**config.mk**
```make
export PLATFORM = sky130hd
export DESIGN_NAME = branch_resolve_unit
export DESIGN_NICKNAME = d
export VERILOG_FILES = /design/src/rtl/branch_resolve_unit.sv
export SDC_FILE = /design/constraint.sdc
export NUM_CORES = 1
export LEC_CHECK = 0
export ABC_CLOCK_PERIOD_IN_PS = 5320
export BUFFER_PORTS_ARGS = -buffer_cell sky130_fd_sc_hd__buf_4
export CORE_MARGIN = 2
export CORE_UTILIZATION = 45
export DETAILED_ROUTE_END_ITERATION = 12
export PLACE_DENSITY = 0.74
export SYNTH_ARGS = -nofsm -noshare
export SYNTH_HDL_FRONTEND = slang
export SYNTH_SLANG_ARGS = --single-unit
```
**constraint.sdc**
```tcl
create_clock -name clk -period 5.32 [get_ports clk]
set_clock_uncertainty 0.2 [all_clocks]
set_input_delay 0 -clock clk [delete_from_list [all_inputs] [get_ports clk]]
set_output_delay 0 -clock clk [all_outputs]
set_load 0.05 [all_outputs]
```
**src/rtl/branch_resolve_unit.sv**
```systemverilog
// Branch resolution unit for the RV32 multi-cycle datapath: evaluates B-type
// conditions, drives pc_src, and keeps a 2-bit predictor table plus statistics.
module branch_resolve_unit #(
    parameter int XLEN      = 32,
    parameter int PHT_DEPTH = 16,
    parameter int CNT_W     = 16
) (
    input  logic             clk,
    input  logic             rst,
    input  logic             br_valid,
    input  logic [2:0]       func3,
    input  logic [XLEN-1:0]  rs1,
    input  logic [XLEN-1:0]  rs2,
    input  logic [XLEN-1:0]  pc,
    input  logic [XLEN-1:0]  query_pc,
    input  logic             stat_clr,
    output logic             busy,
    output logic             br_done,
    output logic [1:0]       pc_src,
    output logic             mispredict,
    output logic             illegal,
    output logic             pred_taken,
    output logic [CNT_W-1:0] taken_cnt,
    output logic [CNT_W-1:0] mispred_cnt
);

    localparam int IDX_W = $clog2(PHT_DEPTH);

    typedef enum logic [1:0] {
        IDLE = 2'd0,
        EVAL = 2'd1,
        RESP = 2'd2
    } state_t;

    state_t           state;
    logic [2:0]       cap_func3;
    logic [XLEN-1:0]  cap_rs1;
    logic [XLEN-1:0]  cap_rs2;
    logic [IDX_W-1:0] cap_idx;
    logic             cap_pred;
    logic [1:0]       pht [PHT_DEPTH];

    logic eval_taken;
    logic eval_legal;
    logic eval_mispred;
    logic eval_commit;
    logic unused_bits;

    assign busy       = (state != IDLE);
    assign pred_taken = pht[query_pc[IDX_W+1:2]][1];
    assign unused_bits = ^{pc[XLEN-1:IDX_W+2], pc[1:0],
                           query_pc[XLEN-1:IDX_W+2], query_pc[1:0]};

    // Branch condition from the operands latched at capture time.
    always_comb begin
        eval_taken = 1'b0;
        eval_legal = 1'b1;
        case (cap_func3)
            3'b000:  eval_taken = (cap_rs1 == cap_rs2);
            3'b001:  eval_taken = (cap_rs1 != cap_rs2);
            3'b100:  eval_taken = ($signed(cap_rs1) < $signed(cap_rs2));
            3'b101:  eval_taken = ($signed(cap_rs1) >= $signed(cap_rs2));
            3'b110:  eval_taken = (cap_rs1 < cap_rs2);
            3'b111:  eval_taken = (cap_rs1 >= cap_rs2);
            default: eval_legal = 1'b0;
        endcase
        eval_mispred = eval_legal && (cap_pred != eval_taken);
        eval_commit  = (state == EVAL) && eval_legal;
    end

    always_ff @(posedge clk or posedge rst) begin
        if (rst) begin
            state      <= IDLE;
            cap_func3  <= 3'b000;
            cap_rs1    <= '0;
            cap_rs2    <= '0;
            cap_idx    <= '0;
            cap_pred   <= 1'b0;
            br_done    <= 1'b0;
            pc_src     <= 2'b00;
            mispredict <= 1'b0;
            illegal    <= 1'b0;
        end else begin
            case (state)
                IDLE: begin
                    br_done <= 1'b0;
                    if (br_valid) begin
                        cap_func3 <= func3;
                        cap_rs1   <= rs1;
                        cap_rs2   <= rs2;
                        cap_idx   <= pc[IDX_W+1:2];
                        cap_pred  <= pht[pc[IDX_W+1:2]][1];
                        state     <= EVAL;
                    end
                end
                EVAL: begin
                    br_done    <= 1'b1;
                    pc_src     <= {1'b0, eval_taken};
                    mispredict <= eval_mispred;
                    illegal    <= !eval_legal;
                    state      <= RESP;
                end
                RESP: begin
                    br_done <= 1'b0;
                    state   <= IDLE;
                end
                default: begin
                    br_done <= 1'b0;
                    state   <= IDLE;
                end
            endcase
        end
    end

    // Predictor table: each entry saturates in the direction of the outcome.
    always_ff @(posedge clk or posedge rst) begin
        if (rst) begin
            for (int i = 0; i < PHT_DEPTH; i++) begin
                pht[i] <= 2'b01;
            end
        end else if (eval_commit) begin
            if (eval_taken) begin
                if (pht[cap_idx] != 2'b11) pht[cap_idx] <= pht[cap_idx] + 2'd1;
            end else begin
                if (pht[cap_idx] != 2'b00) pht[cap_idx] <= pht[cap_idx] - 2'd1;
            end
        end
    end

    // A clear in the same cycle as an increment wins.
    always_ff @(posedge clk or posedge rst) begin
        if (rst) begin
            taken_cnt   <= '0;
            mispred_cnt <= '0;
        end else if (stat_clr) begin
            taken_cnt   <= '0;
            mispred_cnt <= '0;
        end else if (eval_commit) begin
            if (eval_taken && (taken_cnt != '1))
                taken_cnt <= taken_cnt + CNT_W'(1);
            if (eval_mispred && (mispred_cnt != '1))
                mispred_cnt <= mispred_cnt + CNT_W'(1);
        end
    end

endmodule

```
## After elaboration in Yosys (flattened, before gate mapping)

Index checks and enable logic that the tools add are counted.
W data, S select, Z words.

- Memory bits (read-only): 0
- Bits in writable memories: 0
- Bits in registers: 142
- Memories kept: 0
- Output and inout bits: 39
- Latch bits: 0
- Input port bits: 135

- Eq/ne operators: 14
- Bitwise logic cells: 3
- Multiply operators: 0
- Muxes and demuxes: 27
- Magnitude comparators: 8
- Shifts and indexed selects: 0
- Reductions and logical operators: 19
- $add $sub $neg: 4
- Div/mod/pow operators: 0

Operator list:

| kind | number |
|---|---|
| $mux W16 | 6 |
| $mux W32 | 3 |
| $bwmux W32 | 2 |
| $ge A32 B32 Y1 | 2 |
| $lt A32 B32 Y1 | 2 |
| $add A16 B1 Y16 const B | 2 |
| $eq A32 B32 Y1 | 1 |
| $ne A16 B16 Y1 const B | 2 |
| $ne A32 B32 Y1 | 1 |
| $bmux W2 S4 | 3 |
| $mux W2 | 8 |
| $ge A5 B5 Y1 const B | 3 |
| $not A4 Y5 | 3 |
| $eq A3 B3 Y1 const B | 4 |
| $reduce_bool A2 Y1 | 6 |
| $demux W2 S4 | 1 |
| $pmux W1 S6 | 1 |
| $reduce_and A2 Y1 | 3 |
| $reduce_or A6 Y1 | 1 |
| $logic_and A1 B1 Y1 | 5 |
| $lt A5 B1 Y1 const B | 1 |
| $ne A2 B2 Y1 const B | 2 |
| $pmux W2 S2 | 1 |
| $eq A3 B1 Y1 const B | 1 |
| other kinds (10) | 11 |

## Depth between registers and ports, before layout

Gate-level depths: netlist of the first run.

- Depth in word-level cells: 8
- Gate-level depth with buffers: 13

## Worst setup path after synthesis of the first run

OpenSTA, ideal clock, no wires.

- Path type: flip-flop to flip-flop
- Start point: reg cap_idx[0]
- End point: reg pht[7] (netlist name)
- Buffers on the path: 3
- Cell stages (with the launch flop): 12
- Required time: 4995 ps
- Slack: 1608 ps
- Data arrival time: 3387 ps
- Path through: dfrtp_1 clkbuf_1 mux4_2 mux2_2 o21ai_1 clkbuf_1 inv_1 ha_1 inv_1 buf_1 o2111ai_4 mux2_4

- Cells in the longest elaborated chain, start to end: 8

Ends and longest elaborated chain:

| element | line | RTL |
|---|---|---|
| from (decl) | 39 | `logic [IDX_W-1:0] cap_idx;` |
| from (signal assigned) | 91 | `cap_idx <= pc[IDX_W+1:2];` |
| $not A4 Y5 (not written as such) * | 123, 125 |  |
| $bmux W2 S4 (tied with other cells) | 123, 125 |  |
| $mux W2 (not written as such) / $logic_and A1 B1 Y1 (equally long branches) | 123, 125 |  |
| $mux W2 (not written as such) | 123, 125 |  |
| $sub A2 B1 Y2 (tied with other cells) | 125 | `if (pht[cap_idx] != 2'b00) pht[cap_idx] <= pht[cap_idx] - 2'd1;` |
| $bwmux W32, on equally long branches | 125, 123 |  |
| $mux W32, on equally long branches | 125, 123 |  |
| $mux W32 | 122 | `if (eval_taken) begin` |
| to (signal, indexed assignment) | 119 | `pht[i] <= 2'b01;` |
| to (decl) | 41 | `logic [1:0] pht [PHT_DEPTH];` |

Mark *: on every way between the ends. The rest lies on a longest branch, timed or not. The select of a mux whose other input is x is not followed.
A chain may end at the register's enable or synchronous reset.

## Worst setup path after layout of the first run

- Start point: reg cap_rs1[5]
- End point: reg pht[15] (netlist name)

- Cells in the longest elaborated chain, start to end: 4

Ends and longest elaborated chain:

| element | line | RTL |
|---|---|---|
| from (decl) | 37 | `logic [XLEN-1:0] cap_rs1;` |
| from (signal assigned) | 89 | `cap_rs1 <= rs1;` |
| $ge A32 B32 Y1 (tied with other cells) | 64 | `3'b111: eval_taken = (cap_rs1 >= cap_rs2);` |
| $pmux W1 S6 * | 58 | `case (cap_func3)` |
| $ne A2 B1 Y1 (no source line) / $reduce_bool A2 Y1 (equally long branches) | n/a |  |
| $reduce_and A3 Y1 (no source line) | n/a |  |

Mark *: on every way between the ends. The rest lies on a longest branch, timed or not.

==> impl_metrics.tcl, run 1 <==
set metrics [dict create \
    status "complete, no violations" \
    syn2layout_area_growth_pct 29.0 \
    switching_share_pct 35.2 \
    fp.dieW_um 137 \
    critPathArrivalTime_ns 4.32 \
    critical_path_required_ns 5.41 \
    grt_pass1_vias 6103 \
    gp_congestion 0.807 \
    endpoint "pht[15]$_DFFE_PP0P_" \
    start_util_pct 45.8 \
    slew_headroom_pct 29.8 \
    setup.worst_path.start "cap_rs1[5]$_DFFE_PP0P_" \
    drc 0 \
    grt_remaining_overflow 0 \
    fill_cells 1423 \
    ys_seq_area_share_pct 45.2 \
    dieArea_um2 18600 \
    synth_seq_cells 142 \
    power_per_cell_area_nw_per_um2 395 \
    grt.total_usage_pct 20.4 \
    core.rowCount 48 \
    vias 6046 \
    p_int_mw 2.61 \
    wl_per_cell_um 15.9 \
    synth_top_area_cell "dfrtp_1" \
    p_comb_share_pct 34.8 \
    tightest_slew_ns 1.05 \
    r2r-start "cap_rs1[5]$_DFFE_PP0P_" \
    cts.sinks 142 \
    period_needed_ns 4.23 \
    drive_gt1_share_pct 31.2 \
    p_seq_share_pct 38.3 \
    yosys_warnings 0 \
    dieHeight_um 137 \
    synth_top_cells_by_area "dfrtp_1 40%, mux2_2 10%, ha_1 5.7%" \
    stdcell_area_um2 10200 \
    clk_pin_slew_ns 0.06 \
    grt_pass1_wl_um 29900 \
    ctsHtreeMaxLevel 4 \
    cp-start-kind "register" \
    max_freq_mhz 236 \
    clock_path_buffers 2 \
    synth_edf_count 0 \
    rsz0062_at_grt "false" \
    r2r_slack_ns 1.09 \
    switchingPower_mw 1.42 \
    final_cell_mix "126 x dfrtp_1, 120 x buf_4, 73 x dlygate4sd3_1" \
    ys.flop_type "dfrtp_1" \
    root_buffer "clkbuf_16" \
    drt_iter0_drc 329 \
    cp-end-kind "register" \
    p_leak_nw 4.59 \
    io_pins 174 \
    io_buffer_count 116 \
    postSynth.asyncResetShare_pct 100 \
    drv_slew 0 \
    setup_tns_ns 0 \
    final_net_count 1063 \
    ir_drop_mv 0.289 \
    hpwl_um 11900 \
    place_area_um2 8940 \
    netlist_area_um2 7900 \
    p_clk_share_pct 26.9 \
    cts_buffers 17 \
    clock_latency_ns 0.41 \
    reg2reg_depth 10 \
    vias_per_cell 5.35 \
    netlist_instances 716 \
    dr.pass1.iters 5 \
    worstSetupPathType "register to register" \
    utilization_pct 59.2 \
    finalHoldViolations 0 \
    r2r-end "pht[15]$_DFFE_PP0P_" \
    syn_avg_cell_area_um2 11.0 \
    hold_path_class "input port to asynchronous set/reset pin" \
    mostFrequentLayoutCell "dfrtp_1" \
    p_total_mw 4.03 \
    antenna_found_initial 1 \
    yosys.cell_types.count 64 \
    cts_resized 0 \
    min_period_over_period_pct 79.5 \
    ant_nets 0 \
    synth.net_count 887 \
    cts_tree "built" \
    grt_max_degree 106 \
    max_cap_violations 0 \
    synth_top_area_share_pct 39.9 \
    cts_setup_buffers 0 \
    core_um2 17200 \
    drt-total-wl_um 18000 \
    cp_max_fo 17 \
    final-setup-viol-count 0 \
]
==> synth_stat cells (9+ instances only) <==
| master | instances |
|---|---|
| inv_1 | 45 |
| and3_1 | 10 |
| o211ai_2 | 9 |
| clkbuf_1 | 29 |
| nand2_1 | 59 |
| nor2b_1 | 21 |
| nor2_1 | 43 |
| dfrtp_1 | 126 |
| mux2i_1 | 9 |
| nand3_1 | 20 |
| mux4_2 | 19 |
| mux2_2 | 71 |
| o21ai_0 | 39 |
| dfstp_2 | 16 |
| nand4_1 | 12 |
| ha_1 | 36 |
| nor3_1 | 22 |
| a21oi_1 | 22 |
| nand2b_1 | 13 |
| mux2_1 | 19 |
==> logic make-up after synthesis <==
family                     synth area share [%]
buffers and inverters                      4.16
DFF                                        45.2
adders and majority gates                  5.70
muxes                                      19.8
other                                    0.0475
xor gates and xnor gates                  0.760
and+or+nand+nor                            14.6
AOI/OAI and AO/OA                          9.78
==> metal layers <==
metal,up-vias,share of wire (%),GRT usage (%)
met5,-,0,0
met4,0,2.4,7.35
met3,35,4.0,4.15
met2,148,49,33.5
met1,2942,44,26.8
li1,2921,-,-
==> per-stage QoR <==
stage,setup slack [ns],hold WS (ns),std cells
2_1_floorplan,1.34,-0.0832,716
3_3_place_gp,1.16,0.00122,1025
3_5_place_dp,1.13,0.00919,1025
4_1_cts,1.10,0.118,1129
5_1_grt,0.826,0.132,1130
6_report,1.09,0.127,1130
==> worst max-delay path: stages, from the launching register on <==
cell and delay [ns]:
dfrtp_1 0.39, ha_1 0.32, a21oi_1 0.15, o21ai_0 0.17
a221o_1 0.35, o311a_1 0.42, a21o_1 0.20, a2111oi_2 0.39
nand2_1 0.59, o2111ai_1 0.54, mux2_2 0.38
==> power groups by stage <==
| stage | logic, mW | registers, mW | clock network (mW) |
|---|---|---|---|
| global placement | 1.32 | 1.55 | 0 |
| CTS | 1.41 | 1.54 | 1.10 |
| floorplan | 1.08 | 1.51 | 0 |
| global route | 1.55 | 1.59 | 1.16 |
| finish | 1.40 | 1.54 | 1.08 |
| detailed placement | 1.36 | 1.56 | 0 |
==> worst min-delay path by stage <==
stage / to / cells past startpoint
after floorplan: cap_rs1[0]$_DFFE_PP0P_ / 2
after global placement: cap_rs2[11]$_DFFE_PP0P_ / 3
after detailed placement: cap_rs2[5]$_DFFE_PP0P_ / 3
after CTS: cap_rs2[5]$_DFFE_PP0P_ / 4
after global routing: cap_rs2[5]$_DFFE_PP0P_ / 4
final: cap_rs1[6]$_DFFE_PP0P_ / 3
==> cell type report <==
cell class,instances,area (um2),share of cell area (%)
Multi-Input combinational cell,493,4010,39.3
Sequential cell,142,3570,35.0
Timing Repair Buffer,193,1630,16.0
Clock buffer,24,462,4.53
Tap cell,225,282,2.76
Inverter,45,174,1.71
Clock inverter,7,65.1,0.638
Antenna cell,1,2.50,0.0245
==> timing repair <==
action,4_1_cts,5_1_grt
hold buffers,73,0
setup endpoints to repair,0,0
endpoints found under the hold margin,181,0
Power figures use the tool's default switching activity.
==> run 2, diff against run 1 <==
Settings changed: ABC_CLOCK_PERIOD_IN_PS 5320 to 3700, PLACE_DENSITY 0.74 to 0.77.
Clock period 5.32 ns to 3.7 ns, I/O delays scaled along.
==> run 2 against run 1 <==
Compared with the run above: flip-flop and latch count stayed put; core utilization is 2.3 points higher; via count is 2.3% higher; final area is 3.8% higher; maximum frequency is 18% higher; worst setup slack worse by 0.97 ns; die area stayed put; clock-buffer cell count is 2 higher; global-route usage is 0.38 points higher.
==> impl_metrics.tcl, run 2 (synthesis results as in run 1) <==
set metrics [dict create \
    root_buffer "clkbuf_16" \
    clock_path_buffers 2 \
    dr.pass1.iters 5 \
    hpwl_um 12000 \
    r2r_slack_ns 0.11 \
    drv_slew 0 \
    vias 6186 \
    final_cell_mix "134 x buf_4, 126 x dfrtp_1, 74 x dlygate4sd3_1" \
    antenna_cells 0 \
    dp.cells 1040 \
    max_cap_violations 0 \
    core.rowCount 48 \
    finalWorstSetupSlack_ns 0.113 \
    pre_cts_ws_ns 0.0138 \
    grt.total_usage_pct 20.8 \
    vias_per_cell 5.38 \
    final_net_count 1082 \
    clk_pin_slew_ns 0.06 \
    power_per_cell_area_nw_per_um2 593 \
    grt_pass1_wl_um 30200 \
    drc 0 \
    ctsHtreeMaxLevel 4 \
    p_total_mw 6.28 \
    cts_buffers 17 \
    drive_gt1_share_pct 35.1 \
    reg2reg_depth 11 \
    cts.sinks 142 \
    drt_iter0_drc 460 \
    worstSetupPathType "register to register" \
    dieArea_um2 18600 \
    grt_remaining_overflow 0 \
    mostFrequentLayoutCell "buf_4" \
    max_freq_mhz 279 \
    period_needed_ns 3.59 \
    hold_path_class "input port to asynchronous set/reset pin" \
    slew_headroom_pct 45.4 \
    ant_nets 0 \
    fp.dieW_um 137 \
    io_buffer_count 116 \
    grt_pass1_vias 6132 \
    min_period_over_period_pct 96.9 \
    dieHeight_um 137 \
    drt-total-wl_um 18700 \
    gp_congestion 0.800 \
    antenna_found_initial 0 \
    critPathArrivalTime_ns 3.68 \
    critical_path_required_ns 3.80 \
    start_util_pct 45.8 \
    cts_tree "built" \
    status "complete, no violations" \
    endpoint "pht[15]$_DFFE_PP0P_" \
    io_pins 174 \
    tightest_slew_ns 0.819 \
    syn2layout_area_growth_pct 33.9 \
    clock_latency_ns 0.41 \
    finalHoldViolations 0 \
    cp-start-kind "register" \
    post_layout_nonfiller_instances 1149 \
    r2r-start "cap_rs1[10]$_DFFE_PP0P_" \
    final-setup-viol-count 0 \
    core_um2 17200 \
    setup.worst_path.start "cap_rs1[10]$_DFFE_PP0P_" \
    cp_max_fo 17 \
    wl_per_cell_um 16.3 \
    cp-end-kind "register" \
    r2r-end "pht[15]$_DFFE_PP0P_" \
    grt_max_degree 143 \
    ir_drop_mv 0.419 \
    p_leak_nw 4.74 \
]
## run 2: final cells by class
| type | count | area (um2) |
|---|---|---|
| clock buffer | 26 | 519 |
| clock inverter | 6 | 80.1 |
| fill | 1332 | 6650 |
| inverter | 45 | 173 |
| multi-input combinational | 493 | 4140 |
| sequential | 142 | 3570 |
| tap | 225 | 282 |
| timing repair buffer | 212 | 1820 |
## run 2: repair_timing
action / in CTS / in global routing
hold endpoints to repair: 228 / 0
resized for setup: 0 / 23
buffers inserted: 0 / 3
hold buffers: 74 / 0
setup endpoints to repair: 0 / 59
## run 2: routing by layer
layer  global-route usage, %  wire length (um)  up-vias
met5                       0                 0        -
met4                    8.45               478        0
met3                    3.52               659       36
met2                    34.9              9610      146
met1                    26.6              7980     3047
li1                        -                 -     2957
## run 2: how the worst min path moves through the flow
stage | endpoint | slack [ns] | cells after the start
6_report | cap_rs1[7]$_DFFE_PP0P_ | 0.11 | 4
5_1_grt | cap_rs2[19]$_DFFE_PP0P_ | 0.15 | 4
4_1_cts | cap_rs2[17]$_DFFE_PP0P_ | 0.12 | 4
3_5_place_dp | cap_rs2[11]$_DFFE_PP0P_ | 0.01 | 3
3_3_place_gp | cap_rs2[11]$_DFFE_PP0P_ | 0.006 | 3
2_1_floorplan | cap_rs1[0]$_DFFE_PP0P_ | -0.08 | 2
## run 2: critical path, stage by stage (launching register included)
cell       delay [ns]
dfrtp_1          0.40
ha_1             0.33
nand4_1          0.19
nor2_1           0.07
a221o_1          0.32
o311a_4          0.42
a211oi_2         0.29
o22a_1           0.26
nand2_1          0.10
buf_12           0.18
o2111ai_1        0.32
mux2_2           0.37
## run 2: where the power goes
| group | total (mW) | internal (mW) | switching [mW] |
|---|---|---|---|
| Clock | 1.72 | 1.10 | 0.619 |
| Sequential | 2.22 | 1.94 | 0.281 |
| Combinational | 2.35 | 1.08 | 1.26 |
| Total | 6.28 | 4.12 | 2.16 |
## run 2: stage by stage
stage / hold slack (ns) / cell area, um2 / utilization [%] / setup TNS (ns)
after floorplan: -0.0832 / 7910 / - / 0
after global placement: 0.00582 / 9090 / 52.7 / 0
after detailed placement: 0.00969 / 9090 / 52.7 / 0
after CTS: 0.116 / 10400 / 60.5 / 0
after global routing: 0.153 / 10600 / 61.4 / -0.0154
final: 0.112 / 10600 / 61.4 / 0
==> run 3, diff against run 2 <==
Settings changed: CORE_MARGIN 2 to 5.
==> run 3 against run 2 <==
Compared with the run above: critical path type unchanged; register-to-register slack about the same; combinational power about the same; total power up 2.4%; flip-flop and latch count unchanged; sequential share of layout area down 0.083 points; largest power group unchanged; final area up 0.25%.
==> impl_metrics.tcl, run 3 (synthesis results as in run 1) <==
set metrics [dict create \
    grt_remaining_overflow 0 \
    final_cell_mix "137 x buf_4, 126 x dfrtp_1, 74 x dlygate4sd3_1" \
    cp-end-kind "register" \
    final-setup-viol-count 0 \
    drt-total-wl_um 19300 \
    start_util_pct 45.8 \
    dr.pass1.iters 5 \
    io_buffer_count 116 \
    grt.total_usage_pct 19.6 \
    worstSetupPathType "register to register" \
    dieArea_um2 20300 \
    period_needed_ns 3.59 \
    power_per_cell_area_nw_per_um2 606 \
    root_buffer "clkbuf_16" \
    wl_per_cell_um 16.7 \
    critPathArrivalTime_ns 3.69 \
    pre_cts_ws_ns 0.0316 \
    cts_tree "built" \
    vias 6314 \
    dieHeight_um 143 \
    critical_path_required_ns 3.80 \
    reg2reg_depth 11 \
    mostFrequentLayoutCell "buf_4" \
    utilization_pct 61.6 \
    antenna_found_initial 1 \
    cp_max_fo 8 \
    status "complete, no violations" \
    cp-start-kind "register" \
    hpwl_um 12700 \
    clk_pin_slew_ns 0.07 \
    fp.dieW_um 143 \
    core.rowCount 48 \
    max_freq_mhz 279 \
    grt_pass1_vias 6516 \
    grt_max_degree 72 \
    r2r_slack_ns 0.11 \
    core_um2 17200 \
    hold_path_class "input port to asynchronous set/reset pin" \
    fill_cells 1305 \
    drv_slew 0 \
    clock_latency_ns 0.42 \
    cts.sinks 142 \
    cts_buffers 17 \
    grt_pass1_wl_um 31700 \
    finalWorstSetupSlack_ns 0.111 \
    drive_gt1_share_pct 34.6 \
    tightest_slew_ns 0.893 \
    min_period_over_period_pct 97.0 \
    gp_congestion 0.818 \
    syn2layout_area_growth_pct 34.3 \
    vias_per_cell 5.48 \
    ant_nets 0 \
    worstPathCellList "ha_1 > nand4_1 > or3_1 > a21oi_2 > o311a_4 > nor3_2 > a2111o_1 > buf_6 > nor2_8 > mux2i_2 > mux2_2" \
    ctsHtreeMaxLevel 4 \
    register_area_um2 3570 \
    ir_drop_mv 0.398 \
    slew_headroom_pct 40.3 \
    finalHoldViolations 0 \
    final_net_count 1085 \
    p_leak_nw 4.77 \
    drt_iter0_drc 373 \
    clock_path_buffers 2 \
    cp_slowest_stage_delay_ns 0.43 \
    io_pins 174 \
    max_cap_violations 0 \
    drc 0 \
    multi_input_area_um2 4100 \
    crit_path_top_delay_cell "or3_1" \
]
[run 3: cell count changes in the layout (fill, tap and decap cells not counted), sizes merged]
cell      change
clkinvlp      +2
buf           +3
bufinv        +3
clkbuf        -6
diode         +1
clkinv        +1
[run 3: area by class of cell]
type	instances	share of cell area, %
multi-input cells	493	38.6
flip-flops and latches	142	33.7
repair buffers	215	17.3
clock buffers	20	4.21
well taps	225	2.65
clock inverters	12	1.83
inverters	45	1.63
diodes	1	0.0236
[run 3: timing repair]
item	4_1_cts	5_1_grt
hold buffers	74	0
resized for setup	1	16
setup endpoints to repair	1	58
buffers inserted	0	6
pin swaps	0	6
hold endpoints to repair	140	0
[run 3: critical path: cells and delay by family, from the launching register on]
| family | cells | cell delay (ns) |
|---|---|---|
| simple gates | 4 | 0.95 |
| compound gates | 3 | 0.82 |
| mux | 2 | 0.60 |
| flops | 1 | 0.38 |
| fa+ha+maj | 1 | 0.34 |
| buf+inv | 1 | 0.16 |
[run 3: stage by stage]
step | total power [mW] | instances | hold WS (ns) | TNS, ns | instance area, um2
2_1_floorplan | 3.73 | 716 | -0.0832 | 0 | 7910
3_5_place_dp | 4.35 | 1040 | 0.00883 | 0 | 9090
5_1_grt | 6.80 | 1153 | 0.136 | -0.383 | 10600
4_1_cts | 6.34 | 1146 | 0.102 | 0 | 10500
3_3_place_gp | 4.27 | 1040 | 0.00447 | 0 | 9090
6_report | 6.43 | 1153 | 0.119 | 0 | 10600
[run 3: power by group]
| group | internal [mW] | switching, mW |
|---|---|---|
| registers | 1.94 | 0.283 |
| logic | 1.10 | 1.25 |
| clock network | 1.21 | 0.654 |
[run 3: path summary, 6_finish.rpt]
check / end / startpoint
max in group asynchronous: taken_cnt[12]$_DFFE_PP0P_ / rst
max: mispred_cnt[8]$_DFFE_PP0P_ / cap_rs1[14]$_DFFE_PP0P_
min reg2reg: cap_rs1[27]$_DFFE_PP0P_ / cap_rs1[27]$_DFFE_PP0P_
max reg2reg: mispred_cnt[8]$_DFFE_PP0P_ / cap_rs1[14]$_DFFE_PP0P_
min: cap_rs2[15]$_DFFE_PP0P_ / rst
min in group clk: cap_rs2[7]$_DFFE_PP0P_ / rs2[7]
[run 3: layer usage]
layer / share of wire [%] / up-vias / GRT usage [%]
met4: 3.9 / 0 / 9.50
li1: - / 2957 / -
met5: 0 / - / 0
met2: 50 / 178 / 33.4
met3: 4.5 / 54 / 3.76
met1: 41 / 3125 / 23.8
